==> src/rtl/vrf_pkg.sv <==
// rtl/vrf_pkg.sv - shared vlmul encodings, beat-count helper and scheduler state type
//
// Purpose : common definitions for the vector register-group sequencer.
// Contents: VLMUL_* encodings, vlmul_to_beats(), sched_state_e.
package vrf_pkg;

   localparam logic [2:0] VLMUL_M1 = 3'b000;
   localparam logic [2:0] VLMUL_M2 = 3'b001;
   localparam logic [2:0] VLMUL_M4 = 3'b010;
   localparam logic [2:0] VLMUL_M8 = 3'b011;
   // Any encoding with bit 2 set (1xx) is fractional or reserved.
   localparam int         VLMUL_FRAC_BIT = 2;

   typedef enum logic {
      IDLE = 1'b0,
      BUSY = 1'b1
   } sched_state_e;

   // Number of register beats in a group; fractional/reserved groups occupy one register.
   function automatic logic [3:0] vlmul_to_beats(input logic [2:0] vlmul);
      logic [3:0] beats;
      beats = 4'd1;
      if (!vlmul[VLMUL_FRAC_BIT]) begin
         case (vlmul)
            VLMUL_M1: beats = 4'd1;
            VLMUL_M2: beats = 4'd2;
            VLMUL_M4: beats = 4'd4;
            VLMUL_M8: beats = 4'd8;
            default:  beats = 4'd1;
         endcase
      end
      return beats;
   endfunction

endpackage

==> src/rtl/rr_arbiter.sv <==
// rtl/rr_arbiter.sv - combinational round-robin arbiter with external pointer
//
// Purpose : grant the first requester at or above ptr (wrapping) while en is high.
// Ports   : req [NUM_REQ]  request vector
//           ptr [ID_W]     highest-priority index for this cycle
//           en             grant enable; gnt is all zero when low
//           gnt [NUM_REQ]  one-hot grant
module rr_arbiter #(
   parameter int NUM_REQ = 4,
   parameter int ID_W    = $clog2(NUM_REQ)
) (
   input  logic [NUM_REQ-1:0] req,
   input  logic [ID_W-1:0]    ptr,
   input  logic               en,
   output logic [NUM_REQ-1:0] gnt
);

   logic            w_found;
   logic [ID_W-1:0] w_idx;

   always_comb begin
      gnt     = '0;
      w_found = 1'b0;
      w_idx   = '0;
      for (int k = 0; k < NUM_REQ; k++) begin
         w_idx = ID_W'((int'(ptr) + k) % NUM_REQ);
         if (en && !w_found && req[w_idx]) begin
            gnt[w_idx] = 1'b1;
            w_found    = 1'b1;
         end
      end
   end

endmodule

==> src/rtl/vreg_group_sched.sv <==
// rtl/vreg_group_sched.sv - round-robin vector register-group address sequencer
//
// Purpose : share one register-group address sequencer between NUM_REQ requesters,
//           emitting one register address per beat with first/last markers.
// Ports   : clk, rst                   clock, async active-high reset
//           req_valid/addr/vlmul       per-requester request (slice i = requester i)
//           req_ready                  one-hot combinational accept
//           flush                      synchronous abort of the current group
//           stall                      downstream backpressure, holds the beat
//           beat_valid/addr/first/last/id  registered beat outputs
//           busy                       group in progress (same as beat_valid)
module vreg_group_sched
   import vrf_pkg::*;
#(
   parameter int NUM_REQ    = 4,
   parameter int ADDR_WIDTH = 5,
   parameter int ID_W       = $clog2(NUM_REQ)
) (
   input  logic                         clk,
   input  logic                         rst,
   input  logic [NUM_REQ-1:0]           req_valid,
   input  logic [NUM_REQ*ADDR_WIDTH-1:0] req_addr,
   input  logic [NUM_REQ*3-1:0]         req_vlmul,
   output logic [NUM_REQ-1:0]           req_ready,
   input  logic                         flush,
   input  logic                         stall,
   output logic                         beat_valid,
   output logic [ADDR_WIDTH-1:0]        beat_addr,
   output logic                         beat_first,
   output logic                         beat_last,
   output logic [ID_W-1:0]              beat_id,
   output logic                         busy
);

   sched_state_e          r_state;
   logic [ID_W-1:0]       r_rr_ptr;
   logic [ADDR_WIDTH-1:0] r_base;
   logic [3:0]            r_size;
   logic [3:0]            r_offset;
   logic                  r_beat_valid;
   logic [ADDR_WIDTH-1:0] r_beat_addr;
   logic                  r_beat_first;
   logic                  r_beat_last;
   logic [ID_W-1:0]       r_beat_id;

   logic                  w_busy;
   logic                  w_acc;
   logic [NUM_REQ-1:0]    w_gnt;
   logic                  w_any;
   logic [ID_W-1:0]       w_gnt_idx;
   logic [ADDR_WIDTH-1:0] w_gnt_addr;
   logic [2:0]            w_gnt_vlmul;
   logic [3:0]            w_beats;
   logic [ID_W-1:0]       w_ptr_nxt;
   logic [3:0]            w_off_nxt;

   assign w_busy = (r_state == BUSY);
   // A new group may start when idle or as the last beat of the current one is consumed.
   assign w_acc  = ~flush & (~w_busy | (r_beat_last & ~stall));

   // Gating with rst keeps req_ready low for the whole reset pulse, not just after an edge.
   rr_arbiter #(
      .NUM_REQ (NUM_REQ),
      .ID_W    (ID_W)
   ) u_arb (
      .req (req_valid),
      .ptr (r_rr_ptr),
      .en  (w_acc & ~rst),
      .gnt (w_gnt)
   );

   assign req_ready = w_gnt;
   assign w_any     = |w_gnt;

   always_comb begin
      w_gnt_idx   = '0;
      w_gnt_addr  = '0;
      w_gnt_vlmul = '0;
      for (int i = 0; i < NUM_REQ; i++) begin
         if (w_gnt[i]) begin
            w_gnt_idx   = ID_W'(i);
            w_gnt_addr  = req_addr[i*ADDR_WIDTH +: ADDR_WIDTH];
            w_gnt_vlmul = req_vlmul[i*3 +: 3];
         end
      end
   end

   assign w_beats   = vlmul_to_beats(w_gnt_vlmul);
   assign w_ptr_nxt = (w_gnt_idx == ID_W'(NUM_REQ - 1)) ? '0 : w_gnt_idx + ID_W'(1);
   assign w_off_nxt = r_offset + 4'd1;

   always_ff @(posedge clk or posedge rst) begin
      if (rst) begin
         r_state      <= IDLE;
         r_rr_ptr     <= '0;
         r_base       <= '0;
         r_size       <= '0;
         r_offset     <= '0;
         r_beat_valid <= 1'b0;
         r_beat_addr  <= '0;
         r_beat_first <= 1'b0;
         r_beat_last  <= 1'b0;
         r_beat_id    <= '0;
      end else if (flush) begin
         // Remainder of the group is dropped; rr_ptr is left alone.
         r_state      <= IDLE;
         r_beat_valid <= 1'b0;
         r_beat_first <= 1'b0;
         r_beat_last  <= 1'b0;
      end else if (w_any) begin
         r_state      <= BUSY;
         r_rr_ptr     <= w_ptr_nxt;
         r_base       <= w_gnt_addr;
         r_size       <= w_beats;
         r_offset     <= '0;
         r_beat_valid <= 1'b1;
         r_beat_addr  <= w_gnt_addr;
         r_beat_first <= 1'b1;
         r_beat_last  <= (w_beats == 4'd1);
         r_beat_id    <= w_gnt_idx;
      end else if (w_busy && !stall) begin
         if (r_beat_last) begin
            r_state      <= IDLE;
            r_beat_valid <= 1'b0;
            r_beat_first <= 1'b0;
            r_beat_last  <= 1'b0;
         end else begin
            r_offset     <= w_off_nxt;
            // Address wraps modulo 2^ADDR_WIDTH by truncation.
            r_beat_addr  <= r_base + ADDR_WIDTH'(w_off_nxt);
            r_beat_first <= 1'b0;
            r_beat_last  <= (w_off_nxt == (r_size - 4'd1));
         end
      end
   end

   assign beat_valid = r_beat_valid;
   assign beat_addr  = r_beat_addr;
   assign beat_first = r_beat_first;
   assign beat_last  = r_beat_last;
   assign beat_id    = r_beat_id;
   assign busy       = r_beat_valid;

endmodule

==> config.mk <==
export PLATFORM = sky130hd
export DESIGN_NAME = vreg_group_sched
export DESIGN_NICKNAME = d
export VERILOG_FILES = /design/src/rtl/vrf_pkg.sv /design/src/rtl/rr_arbiter.sv /design/src/rtl/vreg_group_sched.sv
export SDC_FILE = /design/constraint.sdc
export NUM_CORES = 1
export LEC_CHECK = 0
export CAP_MARGIN = 5
export CORE_MARGIN = 2
export CORE_UTILIZATION = 52
export DETAILED_ROUTE_END_ITERATION = 12
export PLACE_DENSITY_LB_ADDON = 0.2
export SLEW_MARGIN = 20
export SYNTH_ARGS = -nofsm -noshare
export SYNTH_HDL_FRONTEND = slang
export SYNTH_SLANG_ARGS = --single-unit
==> constraint.sdc <==
create_clock -name clk -period 4.3 [get_ports clk]
set_clock_uncertainty 0.15 [all_clocks]
set_input_delay 0.43 -clock clk [delete_from_list [all_inputs] [get_ports clk]]
set_output_delay 0.43 -clock clk [all_outputs]
set_load 0.02 [all_outputs]
* Word-level counts from Yosys, hierarchy flattened *
Index checks and enable logic that the tools add are counted.

cells by class
  add/sub/neg operators = 7
  magnitude comparators = 8
  eq/ne operators = 7
  muxes and demuxes = 54
  bitwise logic cells = 11
  reduce and logical (&&, ||, !) cells = 23

operators with widths
  operator                                                                number
  5-bit two-way mux                                                       7
  4-bit two-way mux                                                       8
  1-bit two-way mux                                                       23
  1-bit logical AND                                                       12
  2-bit by 3-bit < comparator with 1-bit output (second input constant)   4
  3-bit two-way mux                                                       4
  4-bit bitwise OR                                                        3
  4-bit one-hot mux with 3 select lines                                   1
  1-bit binary-select mux with 2-bit select                               4
  1-bit demux with 2-bit select                                           4
  2-bit by 1-bit >= comparator with 1-bit output (second input constant)  4
  3-bit by 2-bit equality test with 1-bit output (second input constant)  2
  2-bit two-way mux                                                       3
  3-bit nonzero test                                                      2
  5-bit by 4-bit adder with 5-bit output                                  1
  2-bit by 1-bit adder with 2-bit output (second input constant)          2
  2-bit adder (second input constant)                                     2
  4-bit by 1-bit adder with 4-bit output (second input constant)          1
  4-bit by 1-bit equality test with 1-bit output (second input constant)  1
  4-bit equality test                                                     1
  1-bit zero test                                                         4
  1-bit NOT                                                               4
  2-bit AND reduction                                                     2
  4-bit OR reduction                                                      1
  8 further kinds                                                         10

word-level totals
  flip-flop bits (word level) = 25
  input port bits = 40
  output and inout port bits = 15
  word-level logic and storage cells = 119

* Depth between registers and ports, before layout *
Gate-level depths: netlist of the first run.

  depth after elaboration = 29
  depth in mapped cells = 11
  gate-level depth less buffers = 11

* Cells and area by module *
From an unflattened synthesis of the first run, not the netlist that was laid out.

unflattened totals
  cell total of the unflattened synthesis = 218
  area total of the unflattened synthesis = 1969.4 sq um

by module, submodules not included
  module            instances  cells an instance  area each (sq um)  sequential area each (sq um)
  vreg_group_sched  1          175                1602.8             625.6
  rr_arbiter        1          43                 366.6              0.0

* Worst setup path after synthesis of the first run *
No wires, ideal clock.

  path type = register -> register
  from = register r_rr_ptr[0]
  to = register r_beat_addr[4], in the netlist beat_addr[4]
  setup time = 0.121 ns
  arrival time = 2.707 ns
  data required time = 4.029 ns
  path slack = 1.321 ns
  stages on the path, launching flop included = 11
  path buffers = 0
  clock period less this slack = 2.979 ns
  path through = dfrtp_1 inv_1 ha_1 mux4_2 nand3b_1 a221oi_2 o21ai_4 clkinv_4 nor4_4 nand2_1 o22a_1

on the way
  cells in the longest elaborated chain, start to end = 21
  elaborated cells between the ends (all ways) = 60
  those cells by class = add/sub: 3; order compare: 8; eq/ne: 1; mux: 28; bitwise: 3; reduce/logical: 17

ends and longest elaborated chain
  what                                                                                                    RTL line                 text
  start, declared                                                                                         vreg_group_sched.sv:36   logic [ID_W-1:0] r_rr_ptr;
  start signal, assigned                                                                                  vreg_group_sched.sv:112  r_rr_ptr <= w_ptr_nxt;
  parallel branches: the longest is 15 deep, another holds 2-bit by 3-bit < comparator with 1-bit output  --
  4-bit two-way mux (*)                                                                                   rr_arbiter.sv:27         if (en && !w_found && req[w_idx]) begin
  net req_ready[0]                                                                                        vreg_group_sched.sv:24   output logic [NUM_REQ-1:0] req_ready,
  5-bit two-way mux (4 in series)                                                                         vreg_group_sched.sv:80   if (w_gnt[i]) begin
  5-bit two-way mux                                                                                       vreg_group_sched.sv:110  end else if (w_any) begin
  end signal, assigned                                                                                    vreg_group_sched.sv:117  r_beat_addr <= w_gnt_addr;
  end signal, assigned                                                                                    vreg_group_sched.sv:130  r_beat_addr <= r_base + ADDR_WIDTH'(w_off_nxt);
  end, declared                                                                                           vreg_group_sched.sv:41   logic [ADDR_WIDTH-1:0] r_beat_addr;

Mark *: on every way through the listed nets, which the timed path passes. The select of a mux whose other input is x is not followed.
A chain may end at the register's enable or synchronous reset.

* Final worst setup path of the first run *
  from = register r_rr_ptr[0]
  to = output req_ready[3]

on the way
  cells in the longest elaborated chain, start to end = 16
  elaborated cells between the ends (all ways) = 51
  those cells by class = add/sub: 3; order compare: 8; mux: 23; bitwise: 3; reduce/logical: 14

ends and longest elaborated chain
  what                                                                                                    RTL line
  parallel branches: the longest is 15 deep, another holds 2-bit by 3-bit < comparator with 1-bit output  --
  4-bit two-way mux (*)                                                                                   rr_arbiter.sv:27
  end, declared                                                                                           vreg_group_sched.sv:24

Every way passes the cells marked *. The select of a mux whose other input is x is not followed.

==> results of run 1 <==
-- per-layer routing --
| layer | track usage [%] | part of all wire (%) | vias up |
|---|---|---|---|
| li1 | - | - | 854 |
| met1 | 31.49 | 44 | 794 |
| met2 | 41.96 | 48 | 65 |
| met3 | 4.623 | 7.3 | 5 |
| met4 | 5.990 | 0.82 | 0 |
| met5 | 0 | 0 | - |
-- logic make-up (layout without fill, tap and decap cells) --
group	after synthesis	count (layout)
XOR/XNOR	12	12
adder cells (fa/ha/maj)	13	13
AO/OA/AOI/OAI	64	64
multiplexers	6	6
buffers and inverters	22	78
flip-flops	25	25
AND/OR/NAND/NOR	61	61
-- cells in the mapped netlist, types with 4 or more instances --
cell type and number:
o21ai_0 5, nand2_1 23, a221oi_2 4, ha_1 12, inv_1 14, a221o_1 5
nand3_1 4, dfrtp_1 25, a21oi_1 15, and2_1 4, nor2_1 13, a22oi_1 5
o21ai_1 5, xnor2_1 5, nor3_1 6, xor2_1 7, a21o_1 5
-- stage by stage --
step / hold WS, ns / cells / power [mW] / util [%] / cell area (sq um)
after global placement: 0.3102 / 303 / 1.540 / 70.32 / 2555
after floorplan: 0.3021 / 203 / 1.242 / - / 1961
after global routing: 0.3710 / 307 / 1.859 / 71.66 / 2604
after CTS: 0.3437 / 307 / 1.723 / 71.66 / 2604
final: 0.3445 / 307 / 1.719 / 71.66 / 2604
after detailed placement: 0.3211 / 303 / 1.572 / 70.32 / 2555
-- worst max-delay path, cell delays in order (launching register included) --
cell	delay, ns
dfrtp_1	0.56
inv_1	0.11
ha_1	0.34
mux4_2	0.41
nor2b_1	0.17
nor3_1	0.14
a32o_1	0.61
clkdlybuf4s50_1	0.74
-- registers in the layout, summed over array words and instances (netlist names), 2 cells and up --
name	flops
r_base	5
r_offset	4
r_size	4
r_rr_ptr	2
beat_addr	5
beat_id	2
-- path summary, 6_finish.rpt --
path / endpoint / slack [ns] / depth (start not counted)
max reg2reg: r_size[0] / 0.81 / 10
min: beat_first / 0.34 / 2
max in group asynchronous: r_size[2] / 3.10 / 2
min in group asynchronous: beat_last / 0.48 / 2
min reg2reg: beat_first / 0.34 / 2
max: req_ready[3] / 0.35 / 7
-- report_power, final --
| part | switching [mW] | total [mW] | internal, mW |
|---|---|---|---|
| Clock | 0.0808 | 0.147 | 0.0657 |
| Combinational | 0.625 | 1.14 | 0.519 |
| Sequential | 0.0880 | 0.428 | 0.340 |
| Total | 0.794 | 1.72 | 0.925 |
-- final cells by class --
cell class              instances  share of cell area (%)
flip-flops and latches         25                   24.03
clock buffers                   3                   1.586
multi-input cells             156                   46.95
repair buffers                 57                   21.62
well taps                      48                   2.307
inverters                      17                   3.220
clock inverters                 1                  0.2883
==> impl_metrics.tcl, run 1 <==
set metrics [dict create \
    synthTopCellsByArea "dfrtp_1, ha_1, nand2_1, a21oi_1, mux4_2" \
    setup_viol 0 \
    drive_gt1_share_pct 11.58 \
    numCtsBuffers 3 \
    clkTransAtPathRegs_ns 0.09 \
    synth_nets 256 \
    synth_compound_area_share_pct 26.61 \
    peakVddDrop_mv 0.3660 \
    viasPerCell 5.596 \
    cp_max_fo 13 \
    seq_area_sq_um 625.6 \
    num_vias 1718 \
    drt_iter0_drc 121 \
    maxCapViolations 0 \
    synth_edf_count 0 \
    r2r_start "r_rr_ptr[0]" \
    ys_warn_count 0 \
    synthMuxAreaShare_pct 5.807 \
    clock-root-buffer "clkbuf_8" \
    hold_path_class "flip-flop to flip-flop" \
    coreArea_sq_mm 0.003633 \
    worstHoldStart "beat_first" \
    std_cell_rows 22 \
    multi_input_area_sq_mm 0.001222 \
    synth_top_area_share_pct 31.91 \
    worstSetupPathType "flip-flop to output pin" \
    initial_utilization_pct 53.96 \
    timing.final.crit_share_pct 91.83 \
    grt_max_degree 26 \
    avgSynthCellArea_sq_um 9.658 \
    worst_slew_pin_slew_ns 0.9116 \
    nNetsFinal 313 \
    clk_latency_ns 0.27 \
    cts-hold-fix-buffers 0 \
    hold_viol 0 \
    yosysTopAreaCell "dfrtp_1" \
    yosysSeqAreaShare_pct 31.91 \
    syn_inst 203 \
    drv_slew 0 \
    ios 55 \
    yosys_register_bits 25 \
    die_y_um 65.41 \
    layout_commonest_cell "clkdlybuf4s50_1" \
    max_freq_mhz 253.2 \
    grt_pass1_wl_um 8038 \
    grt_usage_pct 24.32 \
    pre_cts_ws_ns 0.5706 \
    crit_start "r_rr_ptr[0]" \
    yosysUniqueCellTypes 47 \
    cts_max_level 1 \
    cp.required_ns 3.72 \
    maxSlewHeadroom_pct 38.85 \
    synthSimpleGateAreaFrac_pct 15.89 \
    most-common-layout-cells "clkdlybuf4s50_1, dfrtp_1, nand2_1" \
    post_drt_wl_per_cell_um 15.14 \
    n_antenna_cell 0 \
    cp.arrival_ns 3.37 \
    dieArea_sq_mm 0.004278 \
    cts_tree "done" \
    synth_area_sq_mm 0.001961 \
    rsz0062_at_grt "false" \
    pwr_density_cell_mw_per_mm2 660.0 \
    end_kind "output pin" \
    clk_path_buf_depth 2 \
    leakage_nw 1.137 \
    area_delta_synth_final_pct 32.80 \
    detail-route-antenna-nets 0 \
    num-fill-cells 297 \
    synth_xor_area_share_pct 5.361 \
    portBuffers 54 \
    synth-async-reset-ratio_pct 100.0 \
    status "complete, no violations" \
    synth_adder_area_share_pct 8.679 \
    clock-sinks 25 \
    first_global_vias 1733 \
    drc_errors 0 \
    grt_overflow 0 \
    dr.pass1.iters 4 \
    cts_resized 0 \
    antenna_found_initial 0 \
    period_minus_slack_ns 3.949 \
    final.setup.tns_ns 0 \
    hpwl_um 3631 \
    critPathLaunchType "flip-flop" \
    synthFlopType "dfrtp_1" \
    postCtsSetupRepairBufs 0 \
    die-width_um 65.41 \
    synth_top_family_by_area "compound AO/OA/AOI/OAI gates" \
    gp_congestion 0.7873 \
    fin_ws_ns 0.3513 \
    wl_um 4648 \
]
No activity file was read; power rests on OpenSTA's default activity.
==> inputs of run 2 (changes only) <==
--- a/config.mk
+++ b/config.mk
@@ -5,6 +5,7 @@
 export SDC_FILE = /design/constraint.sdc
 export NUM_CORES = 1
 export LEC_CHECK = 0
+export ABC_AREA = 1
 export CAP_MARGIN = 5
 export CORE_MARGIN = 2
 export CORE_UTILIZATION = 52
==> impl_metrics.tcl, run 2 <==
set metrics [dict create \
    status "complete, no violations" \
    most-common-layout-cells "nand2_1, clkdlybuf4s50_1, nand3_1" \
    critPathLaunchType "flip-flop" \
    nNetsFinal 371 \
    peakVddDrop_mv 0.4890 \
    synthSimpleGateAreaFrac_pct 36.89 \
    hpwl_um 3654 \
    drc_errors 0 \
    synth_top_area_share_pct 32.36 \
    worst_slew_pin_slew_ns 0.8026 \
    clkTransAtPathRegs_ns 0.09 \
    fin_ws_ns 0.8666 \
    std_cell_rows 22 \
    drt_iter0_drc 58 \
    timing.final.crit_share_pct 79.85 \
    clock-sinks 25 \
    gp_congestion 0.9601 \
    synth_compound_area_share_pct 10.87 \
    avgSynthCellArea_sq_um 7.407 \
    postCtsSetupRepairBufs 0 \
    viasPerCell 5.400 \
    setup_viol 0 \
    grt_overflow 0 \
    yosysUniqueCellTypes 34 \
    yosys-top-cells-count "nand2_1, nand3_1, dfrtp_1, inv_1, a21oi_1" \
    cts_tree "done" \
    synth_area_sq_mm 0.001933 \
    final.setup.tns_ns 0 \
    die-width_um 64.97 \
    area_delta_synth_final_pct 32.49 \
    synthMuxAreaShare_pct 0 \
    crit_chain "inv_2 > ha_1 > inv_1 > nand3_1 > nand2_1 > inv_2 > nor2_4 > nand3_1 > nand3_4 > clkdlybuf4s50_1" \
    hold_path_class "flip-flop to flip-flop" \
    rsz0062_at_grt "false" \
    die_y_um 64.97 \
    cp.required_ns 3.72 \
    hold_viol 0 \
    leakage_nw 1.246 \
    wl_um 4743 \
    portBuffers 54 \
    first_global_vias 2008 \
    cts-hold-fix-buffers 0 \
    slowest_delay_ns 0.64 \
    synth_xor_area_share_pct 4.078 \
    clk_path_buf_depth 2 \
    clock-root-buffer "clkbuf_8" \
    worstSetupPathType "flip-flop to output pin" \
    synth_nets 314 \
    initial_utilization_pct 53.61 \
    yosysMostFrequentCell "nand2_1" \
    end_kind "output pin" \
    ios 55 \
    cts_max_level 1 \
    post_drt_wl_per_cell_um 12.99 \
    cp_slowest_cell "clkdlybuf4s50_1" \
    drive_gt1_share_pct 9.464 \
    path_buf_inv 4 \
    detail-route-antenna-nets 0 \
    grt_pass1_wl_um 8452 \
    yosys_register_bits 25 \
    cts_resized 0 \
    pwr_density_cell_mw_per_mm2 701.7 \
    period_minus_slack_ns 3.433 \
    synth_edf_count 0 \
    maxCapViolations 0 \
    dr.pass1.iters 4 \
    max_freq_mhz 291.3 \
    yosysSeqAreaShare_pct 32.36 \
    antenna_found_initial 0 \
    synthTopCellsByArea "dfrtp_1, nand2_1, nand3_1, ha_1, a21oi_1" \
    num_vias 1971 \
    drv_slew 0 \
    maxSlewHeadroom_pct 46.08 \
    synth_adder_area_share_pct 8.803 \
    layout_commonest_cell "nand2_1" \
    syn_inst 261 \
    synthFlopType "dfrtp_1" \
    ys_warn_count 0 \
    pre_cts_ws_ns 1.065 \
    dieArea_sq_mm 0.004221 \
    synth_top_family_by_area "simple AND/OR/NAND/NOR gates" \
    grt_max_degree 26 \
    clk_latency_ns 0.27 \
    grt_usage_pct 25.35 \
    cp.arrival_ns 2.85 \
    coreArea_sq_mm 0.003606 \
    n_antenna_cell 0 \
    numCtsBuffers 3 \
    synth-async-reset-ratio_pct 100.0 \
    yosysTopAreaCell "dfrtp_1" \
    cp_top_family "buffers and inverters" \
    cp_max_fo 10 \
]
run 2: final cells by class:
type | instances | area (sq um)
Fill cell | 316 | 1045
Multi-Input combinational cell | 205 | 1172
Inverter | 27 | 101.3
Timing Repair Buffer | 56 | 555.5
Sequential cell | 25 | 625.6
Clock inverter | 1 | 5.005
Tap cell | 48 | 60.06
Clock buffer | 3 | 41.29
run 2: logic make-up (layout without fill, tap and decap cells):
logic type | Yosys count | count (layout)
and+or+nand+nor | 145 | 145
AOI/OAI and AO/OA | 38 | 38
buffers and inverters | 31 | 87
DFF | 25 | 25
adders and majority gates | 13 | 13
xor gates and xnor gates | 9 | 9
run 2: worst register-to-register path, delay by kind of cell, from the launching register on:
kind	cells	cell delay, ns
adder cells (fa/ha/maj)	1	0.35
AO/OA/AOI/OAI	2	0.30
buffers and inverters	4	0.53
flip-flops	1	0.54
AND/OR/NAND/NOR	7	1.01
run 2: final timing paths:
| check | from | to | slack (ns) | cells past startpoint |
|---|---|---|---|---|
| setup / recovery | r_rr_ptr[0] | req_ready[2] | 0.87 | 10 |
| hold / removal | beat_addr[0] | beat_addr[0] | 0.34 | 2 |
| setup reg to reg | r_rr_ptr[0] | beat_addr[4] | 1.37 | 14 |
| hold reg to reg | beat_addr[0] | beat_addr[0] | 0.34 | 2 |
| max in group asynchronous | rst | beat_addr[3] | 3.34 | 3 |
| min in group asynchronous | rst | beat_last | 0.40 | 3 |
run 2: metal layers:
layer	GRT usage, %	share of wire, %	vias up
met5	0	0	-
met4	7.979	1.8	0
met3	4.340	4.9	10
met2	44.46	49	59
met1	31.57	44	926
li1	-	-	976
run 2: where the power goes:
| group | leakage (nW) | internal (mW) | total (mW) | switching, mW |
|---|---|---|---|---|
| sequential | 0.315 | 0.347 | 0.428 | 0.0808 |
| combinational | 0.906 | 0.482 | 1.23 | 0.747 |
| clock | 0.0255 | 0.0649 | 0.140 | 0.0752 |
| total | 1.25 | 0.894 | 1.80 | 0.903 |
run 2: stage by stage:
stage / std cells / hold WS (ns) / power [mW] / instance area (sq um) / utilization [%]
detailed placement: 361 / 0.3199 / 1.653 / 2515 / 69.74
global placement: 361 / 0.3098 / 1.613 / 2515 / 69.74
floorplan: 261 / 0.3030 / 1.326 / 1933 / -
global route: 365 / 0.3603 / 1.991 / 2561 / 71.03
CTS: 365 / 0.3405 / 1.805 / 2561 / 71.03
finish: 365 / 0.3371 / 1.797 / 2561 / 71.03
==> inputs of run 3 (changes only) <==
--- a/config.mk
+++ b/config.mk
@@ -8,7 +8,7 @@
 export ABC_AREA = 1
 export CAP_MARGIN = 5
 export CORE_MARGIN = 2
-export CORE_UTILIZATION = 52
+export CORE_UTILIZATION = 48
 export DETAILED_ROUTE_END_ITERATION = 12
 export PLACE_DENSITY_LB_ADDON = 0.2
 export SLEW_MARGIN = 20
==> constraint.sdc (replaced) <==
create_clock -name clk -period 3.4 [get_ports clk]
set_clock_uncertainty 0.15 [all_clocks]
set_input_delay 0.34 -clock clk [delete_from_list [all_inputs] [get_ports clk]]
set_output_delay 0.34 -clock clk [all_outputs]
set_load 0.02 [all_outputs]
==> impl_metrics.tcl, run 3 (synthesized netlist as in run 2, its figures left out) <==
set metrics [dict create \
    gp_congestion 0.9200 \
    die-width_um 67.46 \
    rrSetupSlack_ns 0.49 \
    worst_slew_pin_slew_ns 0.7531 \
    cp.required_ns 2.91 \
    layout_commonest_cell "nand2_1" \
    clk_latency_ns 0.27 \
    first_global_vias 1780 \
    cp_max_fo 8 \
    drt_iter0_drc 116 \
    num-fill-cells 358 \
    clkPwrFrac_pct 7.8 \
    numCtsBuffers 3 \
    portBuffers 54 \
    post_drt_wl_per_cell_um 12.72 \
    coreArea_sq_mm 0.003943 \
    wl_met1_um 2186 \
    n_antenna_cell 0 \
    pwr_density_cell_mw_per_mm2 881.4 \
    p_comb_share_pct 68.2 \
    area_delta_synth_final_pct 32.94 \
    worstSetupPathType "flip-flop to output pin" \
    rsz0062_at_grt "false" \
    r2r_start "r_rr_ptr[1]" \
    setup_viol 0 \
    num_vias 1870 \
    wl_met3_um 183 \
    wl_um 4670 \
    end_kind "output pin" \
    hpwl_um 3646 \
    ios 55 \
    viasPerCell 5.095 \
    cp.arrival_ns 2.74 \
    grt_overflow 0 \
    dr_wl_met2_um 2203 \
    drv_slew 0 \
    power.internal_mw 1.131 \
    std_cell_rows 23 \
    detail-route-antenna-nets 0 \
    finalInstanceArea_sq_mm 0.002570 \
    ff2ff_path_depth 15 \
    top_layer "met4" \
    antenna_found_initial 0 \
    clk_path_buf_depth 2 \
    hold_viol 0 \
    timing.final.crit_share_pct 94.92 \
    most-common-layout-cells "nand2_1, clkdlybuf4s50_1, nand3_1" \
    postCtsSetupRepairBufs 0 \
    maxCapViolations 0 \
    grt_max_degree 26 \
    cts_max_level 1 \
    dr.pass1.iters 4 \
    final.setup.tns_ns 0 \
    critPathLaunchType "flip-flop" \
    cts_tree "done" \
    p_switching_mw 1.134 \
    pwr-share-seq_pct 24.0 \
    p_sw_share_pct 50.07 \
    grt_pass1_wl_um 7900 \
    hold_path_class "input pin to asynchronous set/reset pin" \
    dpl_cell_area_sq_mm 0.002517 \
    dieArea_sq_mm 0.004551 \
    clock-sinks 25 \
    die_y_um 67.46 \
    clkTransAtPathRegs_ns 0.08 \
    nNetsFinal 371 \
    initial_utilization_pct 49.03 \
    clock-root-buffer "clkbuf_8" \
    grt_usage_pct 22.66 \
    final_util_pct 65.19 \
    leakage_nw 1.276 \
    period_minus_slack_ns 3.227 \
    maxSlewHeadroom_pct 49.41 \
    r2r-end "r_size[3]" \
    drc_errors 0 \
    drive_gt1_share_pct 9.779 \
    peakVddDrop_mv 0.4211 \
    max_freq_mhz 309.9 \
    status "complete, no violations" \
]
-- run 3: changes by cell type in the layout (fill, tap and decap cells not counted), sizes merged --
cell / previous run / this run
clkdlybuf4s50: 54 / 52
dlymetal6s2s: 0 / 2
clkbuf: 3 / 4
clkinv: 2 / 1
-- run 3: metrics by stage --
step	hold slack, ns	worst slack [ns]	cells	power (mW)
CTS	0.3281	0.09556	367	2.275
global placement	0.3059	0.4390	363	2.048
global route	0.3503	0.01070	367	2.506
finish	0.3100	0.1727	367	2.265
floorplan	0.2258	0.7839	261	1.677
detailed placement	0.3157	0.3742	363	2.089
-- run 3: worst max-delay path by stage --
stage,startpoint,endpoint,slack [ns],depth (start not counted)
after floorplan,rst,r_size[0],0.78,16
after global placement,flush,req_ready[2],0.44,11
after detailed placement,flush,req_ready[2],0.37,11
after CTS,r_rr_ptr[0],req_ready[2],0.1,10
after global routing,r_rr_ptr[1],req_ready[1],0.01,10
final,r_rr_ptr[1],req_ready[1],0.17,10
-- run 3: final cells by class --
cell class                 instances  area, sq um  share of cell area, %
clock buffer                       4        45.04                  1.753
timing repair buffer              56        560.5                  21.81
sequential                        25        628.1                  24.44
tap                               50        62.56                  2.434
inverter                          27        101.3                  3.944
multi-input combinational        205         1172                  45.62
-- run 3: critical path, cell delays in order (launching register included) --
cell	delay, ns
dfrtp_2	0.45
inv_1	0.20
ha_1	0.30
inv_1	0.09
nand3_1	0.07
nand2_1	0.11
inv_2	0.06
nor2_4	0.18
nand3_1	0.15
nand3_2	0.20
clkdlybuf4s50_1	0.64
-- run 3: power by group through the flow --
stage	clock, mW	sequential (mW)	combinational (mW)
6_report	0.177	0.544	1.54
5_1_grt	0.195	0.567	1.74
4_1_cts	0.182	0.543	1.55
3_5_place_dp	0	0.546	1.54
3_3_place_gp	0	0.540	1.51
2_1_floorplan	0	0.595	1.08
-- run 3: what timing repair did --
| action | in CTS | in global routing |
|---|---|---|
| endpoints found under the setup margin | 0 | 3 |
| hold buffers | 0 | 0 |
| resized for setup | 0 | 4 |
-- run 3: metal layers --
| layer | vias to the layer above | global-route usage, % |
|---|---|---|
| met4 | 0 | 8.929 |
| met2 | 43 | 37.87 |
| met5 | - | 0 |
| li1 | 972 | - |
| met1 | 846 | 29.68 |
| met3 | 9 | 2.667 |
